===== src/rtl/clock_divider_pkg.sv =====
// Shared definitions for the clock divider and its tick consumers.
// Latency: n/a (types and constants only).
// Backpressure: n/a.
package clock_divider_pkg;

  // Default width of the period, duty and count registers.
  localparam int DEFAULT_WIDTH = 16;

  // PWM run state. IDLE holds the output low until a nonzero period commits.
  typedef enum logic {
    ST_IDLE = 1'b0,
    ST_RUN  = 1'b1
  } state_e;

endpackage


===== src/rtl/pwm_config_shadow.sv =====
// Double-buffered PWM period/duty: pending registers capture loads, active registers change only on commit.
// Latency: load captured at the edge it is sampled; committed values appear one edge after i_COMMIT.
// Backpressure: none; a load before commit overwrites the pending values (last load wins).
//
// Ports:
//   i_CLK, i_RESET_N  clock and async active-low reset
//   i_LOAD            one-cycle capture request for i_PERIOD / i_DUTY
//   i_COMMIT          move a configuration into the active registers this cycle
//   i_BYPASS_EN       a load coincident with a commit is committed directly (used at wrap)
//   o_PENDING         a captured configuration is waiting
//   o_ACT_PERIOD      active period (registered)
//   o_NXT_PERIOD/DUTY next-state active values, so the owner can register outputs from them
module pwm_config_shadow
  import clock_divider_pkg::*;
#(
  parameter int WIDTH = DEFAULT_WIDTH
) (
  input  logic             i_CLK,
  input  logic             i_RESET_N,
  input  logic             i_LOAD,
  input  logic [WIDTH-1:0] i_PERIOD,
  input  logic [WIDTH-1:0] i_DUTY,
  input  logic             i_COMMIT,
  input  logic             i_BYPASS_EN,
  output logic             o_PENDING,
  output logic [WIDTH-1:0] o_ACT_PERIOD,
  output logic [WIDTH-1:0] o_NXT_PERIOD,
  output logic [WIDTH-1:0] o_NXT_DUTY
);

  logic [WIDTH-1:0] pend_per_q, pend_per_d;
  logic [WIDTH-1:0] pend_duty_q, pend_duty_d;
  logic             pend_vld_q, pend_vld_d;
  logic [WIDTH-1:0] act_per_q, act_per_d;
  logic [WIDTH-1:0] act_duty_q, act_duty_d;
  logic             bypass;

  // At a wrap the incoming load is newer than anything pending, so it wins
  // and never touches the pending registers. In IDLE the commit uses the
  // older pending values and the new load queues behind it.
  assign bypass = i_COMMIT & i_BYPASS_EN & i_LOAD;

  always_comb begin
    act_per_d   = act_per_q;
    act_duty_d  = act_duty_q;
    pend_per_d  = pend_per_q;
    pend_duty_d = pend_duty_q;
    pend_vld_d  = pend_vld_q;

    if (i_COMMIT) begin
      if (bypass) begin
        act_per_d  = i_PERIOD;
        act_duty_d = i_DUTY;
      end else begin
        act_per_d  = pend_per_q;
        act_duty_d = pend_duty_q;
      end
    end

    if (i_LOAD && !bypass) begin
      pend_per_d  = i_PERIOD;
      pend_duty_d = i_DUTY;
    end

    if (bypass) begin
      pend_vld_d = 1'b0;
    end else if (i_LOAD) begin
      pend_vld_d = 1'b1;
    end else if (i_COMMIT) begin
      pend_vld_d = 1'b0;
    end
  end

  always_ff @(posedge i_CLK or negedge i_RESET_N) begin
    if (!i_RESET_N) begin
      pend_per_q  <= '0;
      pend_duty_q <= '0;
      pend_vld_q  <= 1'b0;
      act_per_q   <= '0;
      act_duty_q  <= '0;
    end else begin
      pend_per_q  <= pend_per_d;
      pend_duty_q <= pend_duty_d;
      pend_vld_q  <= pend_vld_d;
      act_per_q   <= act_per_d;
      act_duty_q  <= act_duty_d;
    end
  end

  assign o_PENDING    = pend_vld_q;
  assign o_ACT_PERIOD = act_per_q;
  assign o_NXT_PERIOD = act_per_d;
  assign o_NXT_DUTY   = act_duty_d;

endmodule


===== src/rtl/tick_pwm_generator.sv =====
// Tick-driven PWM: counts divider strobes over a programmable period, output high while count < duty.
// Latency: one cycle from a sampled i_TICK to o_COUNT/o_PWM; all outputs registered.
// Backpressure: none; i_ENABLE low freezes count and PWM, config loads are still captured.
//
// Ports:
//   i_CLK, i_RESET_N  clock (shared with the divider) and async active-low reset
//   i_ENABLE          global run enable
//   i_TICK            one-cycle divider strobe
//   i_LOAD            capture i_PERIOD / i_DUTY (period 0 = stop)
//   o_PWM             registered PWM waveform
//   o_PERIOD_DONE     one-cycle pulse coincident with the count returning to 0
//   o_LOAD_PENDING    a captured configuration is waiting to commit
//   o_COUNT           tick position within the current period
module tick_pwm_generator
  import clock_divider_pkg::*;
#(
  parameter int WIDTH = DEFAULT_WIDTH
) (
  input  logic             i_CLK,
  input  logic             i_RESET_N,
  input  logic             i_ENABLE,
  input  logic             i_TICK,
  input  logic             i_LOAD,
  input  logic [WIDTH-1:0] i_PERIOD,
  input  logic [WIDTH-1:0] i_DUTY,
  output logic             o_PWM,
  output logic             o_PERIOD_DONE,
  output logic             o_LOAD_PENDING,
  output logic [WIDTH-1:0] o_COUNT
);

  state_e           state_q, state_d;
  logic [WIDTH-1:0] count_q, count_d;
  logic             pwm_q, pwm_d;
  logic             done_q, done_d;

  logic             running;
  logic             adv;
  logic             wrap;
  logic             commit;
  logic             pending;
  logic [WIDTH-1:0] act_period;
  logic [WIDTH-1:0] nxt_period;
  logic [WIDTH-1:0] nxt_duty;

  assign running = (state_q == ST_RUN);
  assign adv     = i_ENABLE & i_TICK & running;
  // act_period is nonzero whenever running, so the decrement cannot underflow
  // in any cycle where wrap can be true.
  assign wrap    = adv & (count_q == (act_period - WIDTH'(1)));
  // IDLE commits any pending config immediately (even with i_ENABLE low);
  // RUN commits only at a wrap, taking a same-cycle load directly.
  assign commit  = (~running & pending) | (wrap & (pending | i_LOAD));

  pwm_config_shadow #(
    .WIDTH(WIDTH)
  ) u_shadow (
    .i_CLK       (i_CLK),
    .i_RESET_N   (i_RESET_N),
    .i_LOAD      (i_LOAD),
    .i_PERIOD    (i_PERIOD),
    .i_DUTY      (i_DUTY),
    .i_COMMIT    (commit),
    .i_BYPASS_EN (running),
    .o_PENDING   (pending),
    .o_ACT_PERIOD(act_period),
    .o_NXT_PERIOD(nxt_period),
    .o_NXT_DUTY  (nxt_duty)
  );

  always_comb begin
    state_d = state_q;
    count_d = count_q;
    if (commit) begin
      count_d = '0;
      state_d = (nxt_period != '0) ? ST_RUN : ST_IDLE;
    end else if (wrap) begin
      count_d = '0;
    end else if (adv) begin
      count_d = count_q + WIDTH'(1);
    end
    done_d = wrap;
    // Built from next-state values so o_PWM lines up with o_COUNT; duty >= period
    // keeps this true at count 0 as well, so 100% duty has no wrap glitch.
    pwm_d  = (state_d == ST_RUN) & (count_d < nxt_duty);
  end

  always_ff @(posedge i_CLK or negedge i_RESET_N) begin
    if (!i_RESET_N) begin
      state_q <= ST_IDLE;
      count_q <= '0;
      pwm_q   <= 1'b0;
      done_q  <= 1'b0;
    end else begin
      state_q <= state_d;
      count_q <= count_d;
      pwm_q   <= pwm_d;
      done_q  <= done_d;
    end
  end

  assign o_PWM          = pwm_q;
  assign o_PERIOD_DONE  = done_q;
  assign o_LOAD_PENDING = pending;
  assign o_COUNT        = count_q;

endmodule


===== config.mk =====
export PLATFORM = sky130hd
export DESIGN_NAME = tick_pwm_generator
export DESIGN_NICKNAME = d
export VERILOG_FILES = /design/src/rtl/clock_divider_pkg.sv /design/src/rtl/pwm_config_shadow.sv /design/src/rtl/tick_pwm_generator.sv
export SDC_FILE = /design/constraint.sdc
export NUM_CORES = 1
export LEC_CHECK = 0
export BUFFER_PORTS_ARGS = -buffer_cell sky130_fd_sc_hd__buf_2
export CAP_MARGIN = 0
export CELL_PAD_IN_SITES_DETAIL_PLACEMENT = 1
export CELL_PAD_IN_SITES_GLOBAL_PLACEMENT = 2
export CORE_UTILIZATION = 36
export CTS_CLUSTER_DIAMETER = 50
export DETAILED_ROUTE_END_ITERATION = 7
export PLACE_DENSITY = 0.79
export SYNTH_ARGS = -nofsm -noshare
export SYNTH_HDL_FRONTEND = slang
export SYNTH_HIERARCHICAL = 1
export SYNTH_SLANG_ARGS = --single-unit

===== constraint.sdc =====
create_clock -name i_CLK -period 9.05 [get_ports i_CLK]
set_clock_uncertainty 0.1 [all_clocks]
set_input_delay 0.4525 -clock i_CLK [delete_from_list [all_inputs] [get_ports i_CLK]]
set_output_delay 0.4525 -clock i_CLK [all_outputs]
set_load 0.01 [all_outputs]

==> results.md <==
* Commonest non-fill, non-tap cell in the layout: dfrtp_1
* Unrepaired setup endpoints after global routing: no
* #FFs+latches synth at 84
* Worst setup path start: u_shadow/o_ACT_PERIOD[0]
* Clock buffer count from CTS at 9
* Syn Area/Cell at 9.81 sq um
* Fin. max-slew vios at 0
* Routability congestion estimate at 0.803
* Worst IR Drop VDD at 0.147 mV
* Post-Synthesis Cells at 504
* Worst Max-Slew Pin Slew at 1.16 ns
* Initial Utilization at 37.2%
* Top FF cell, synth: dfrtp_1
* # setup viols final at 0
* CTS root buffer: clkbuf_16
* Post-CTS Setup Inserts at 0
* DRT Pass-1 Iters at 4
* Unique masters post-synth at 52
* CTS tree: built
* GRT Util Overall at 19.4%
* Crit share post-route at 58.8%
* CP Cell Sequence: inv_1, ha_1, or4b_1, or3_1, a211o_1, a22oi_4, nand4_4, a21oi_1, a21o_2, buf_4, nor2_1, a31oi_1, inv_1, ha_1, a21o_1, a21o_1, a21oi_1, nor2_1, nor4_1, o311a_1
* Residual DRC at 0
* Leak at 0.00264 uW
* CP Capture Type: flop
* Reg2Reg Setup Slack at 3.73 ns
* Setup TNS at 0 ns
* Fillers at 1510
* DR WL/cell at 17.7 microns
* Die Ht at 119 microns
* Routed vias/inst at 5.39
* Arr. time, crit path at 5.50 ns
* Multi-input gate area at 0.00259 sq mm
* Routed WL at 12800 microns
* Hold Violations, Final at 0
* Synth top area cells: dfrtp_1 42%, mux2_1 7.3%, a21bo_1 6.5%
* Syn Std Cell Area at 0.00495 sq mm
* Via count at 3903
* PD cells at 176 mW/mm^2
* Dominant cell type by area after synthesis: dfrtp_1
* Drt initial violations at 161
* CTS hold repair buffers at 1
* Slew Limit Headroom at 22.2%
* Hold endpoint: u_shadow/pend_per_q[9]
* Top Ports at 56
* Vias in the first global route at 3941
* Largest net degree at the start of global routing at 71
* Layout cells sized above 1 at 15.7%
* Tmin final at 5.32 ns
* Number of synthesized flops with an enable pin at 0
* Worst-path clk slew at 0.06 ns
* Max Cap Viol at 0
* RR Endpoint: o_PWM
* Status: completed
* Clock buffer depth at 2
* Fin nets at 597
* N_diodes at 0
* Max Clock Freq at 188 MHz
* Clock insertion delay at the later pin of the skew report at 0.34 ns
* Seq/Total Area, Yosys at 42.5%
* Maximum level of the CTS H-tree at 3
* # rows at 42
* Hold path start: i_PERIOD[9]
* Die X at 119 microns
* Synth-to-Final Area Change at 13.7%
* Congestion Overflow GR at 0
* Clk sinks at 84
* Die area at 0.0142 sq mm
* DRT antenna net count at 0
* Critical path class: reg -> reg
* Hold Path Depth at 2
* Number of port buffers at 55
* Crit Path Max Fanout at 66
* Mapped Nets at 558
* Min-delay worst type: in -> reg
* Most frequent cells in the layout: 83 x dfrtp_1, 61 x nor2_1, 54 x buf_2
* Yosys top cell area share at 42.5%
* Warnings, synthesis at 6
* Async set-reset flop share out of synthesis at 100%
* Setup crit start kind: flop
* Crit path largest cell delay at 0.61 ns
* Post-CTS Resized at 0
* DP Wirelength at 9450 microns
* Core Area at 0.0133 sq mm
* Worst r2r src: u_shadow/o_ACT_PERIOD[0]
* Antenna violations before repair at 0
* First-pass GRT wire length at 21300 microns
* R2R cell count at 20
* Storage element area at 0.00210 sq mm
* Hold Worst Slack at 0.246 ns
* CP max stage cell: or4b_1
* Required @ worst endpoint at 9.23 ns
## cells by family (layout without fill, tap and decap cells)
group | Yosys count | in the layout | share of synthesized area (%)
flip-flops | 84 | 84 | 42.5
buffers and inverters | 55 | 99 | 5.14
adder cells (fa/ha/maj) | 17 | 17 | 4.30
XOR/XNOR | 33 | 33 | 5.84
AO/OA/AOI/OAI | 99 | 99 | 16.1
multiplexers | 34 | 34 | 7.69
AND/OR/NAND/NOR | 182 | 182 | 18.5
## Yosys cell counts, types with 5 or more instances
master / count
dfrtp_1: 84
nor2_1: 61
nand3_1: 38
a31oi_1: 33
a21bo_1: 32
mux2_1: 32
inv_1: 22
nand2_1: 21
ha_1: 17
xor2_1: 17
xnor2_1: 16
buf_2: 13
nand4_1: 13
nor4_1: 12
nor3_1: 10
a21oi_1: 8
clkbuf_1: 7
buf_4: 6
o21ai_0: 6
and3_1: 5
## flip-flops by register name, indices dropped and copies added (netlist names)
| signal | flops |
|---|---|
| o_COUNT | 16 |
| u_shadow/act_duty_q | 16 |
| u_shadow/o_ACT_PERIOD | 16 |
| u_shadow/pend_duty_q | 16 |
| u_shadow/pend_per_q | 16 |
| o_PERIOD_DONE | 1 |
| o_PWM | 1 |
| running | 1 |
| u_shadow/o_PENDING | 1 |
## layer usage
layer / global-route usage, % / vias up / part of all wire [%]
met5: 0 / - / 0
met4: 5.78 / 0 / 1.3
met3: 3.30 / 14 / 3.0
met2: 29.4 / 58 / 45
met1: 28.0 / 1951 / 51
li1: - / 1880 / -
## worst max path at each step
stage / slack (ns) / cells after the start / endpoint
2_1_floorplan: 4.37 / 21 / o_PWM
3_3_place_gp: 3.94 / 20 / o_PWM
3_5_place_dp: 3.76 / 20 / o_PWM
4_1_cts: 3.73 / 20 / o_PWM
5_1_grt: 3.30 / 18 / o_PWM
6_report: 3.73 / 20 / o_PWM
## worst max-delay path, delay by kind of cell, from the launching register on
kind,cells,cell delay (ns)
simple gates,6,1.63
compound gates,9,1.78
buf+inv,3,0.67
flops,1,0.47
fa+ha+maj,2,0.57
## metrics by stage
step / total power, uW / instances / instance area, sq um / utilization [%] / setup WS (ns)
CTS: 1000 / 724 / 5620 / 42.3 / 3.73
global route: 1040 / 724 / 5620 / 42.3 / 3.30
global placement: 614 / 707 / 5310 / 39.9 / 3.94
floorplan: 554 / 504 / 4950 / - / 4.37
detailed placement: 622 / 707 / 5310 / 39.9 / 3.76
finish: 991 / 724 / 5620 / 42.3 / 3.73
## cell type report
type	instances	area share [%]
clock inverter	6	1.14
clock buffer	10	4.25
timing repair buffer	60	5.65
tap	176	3.92
inverter	23	1.54
multi-input combinational	365	46.1
sequential	84	37.4
## report_power, final
| part | leakage [uW] | internal, uW | switching (uW) |
|---|---|---|---|
| clock | 0.000144 | 221 | 155 |
| sequential | 0.00108 | 404 | 32.8 |
| combinational | 0.00142 | 83.8 | 94.0 |
Power figures use the tool's default switching activity.
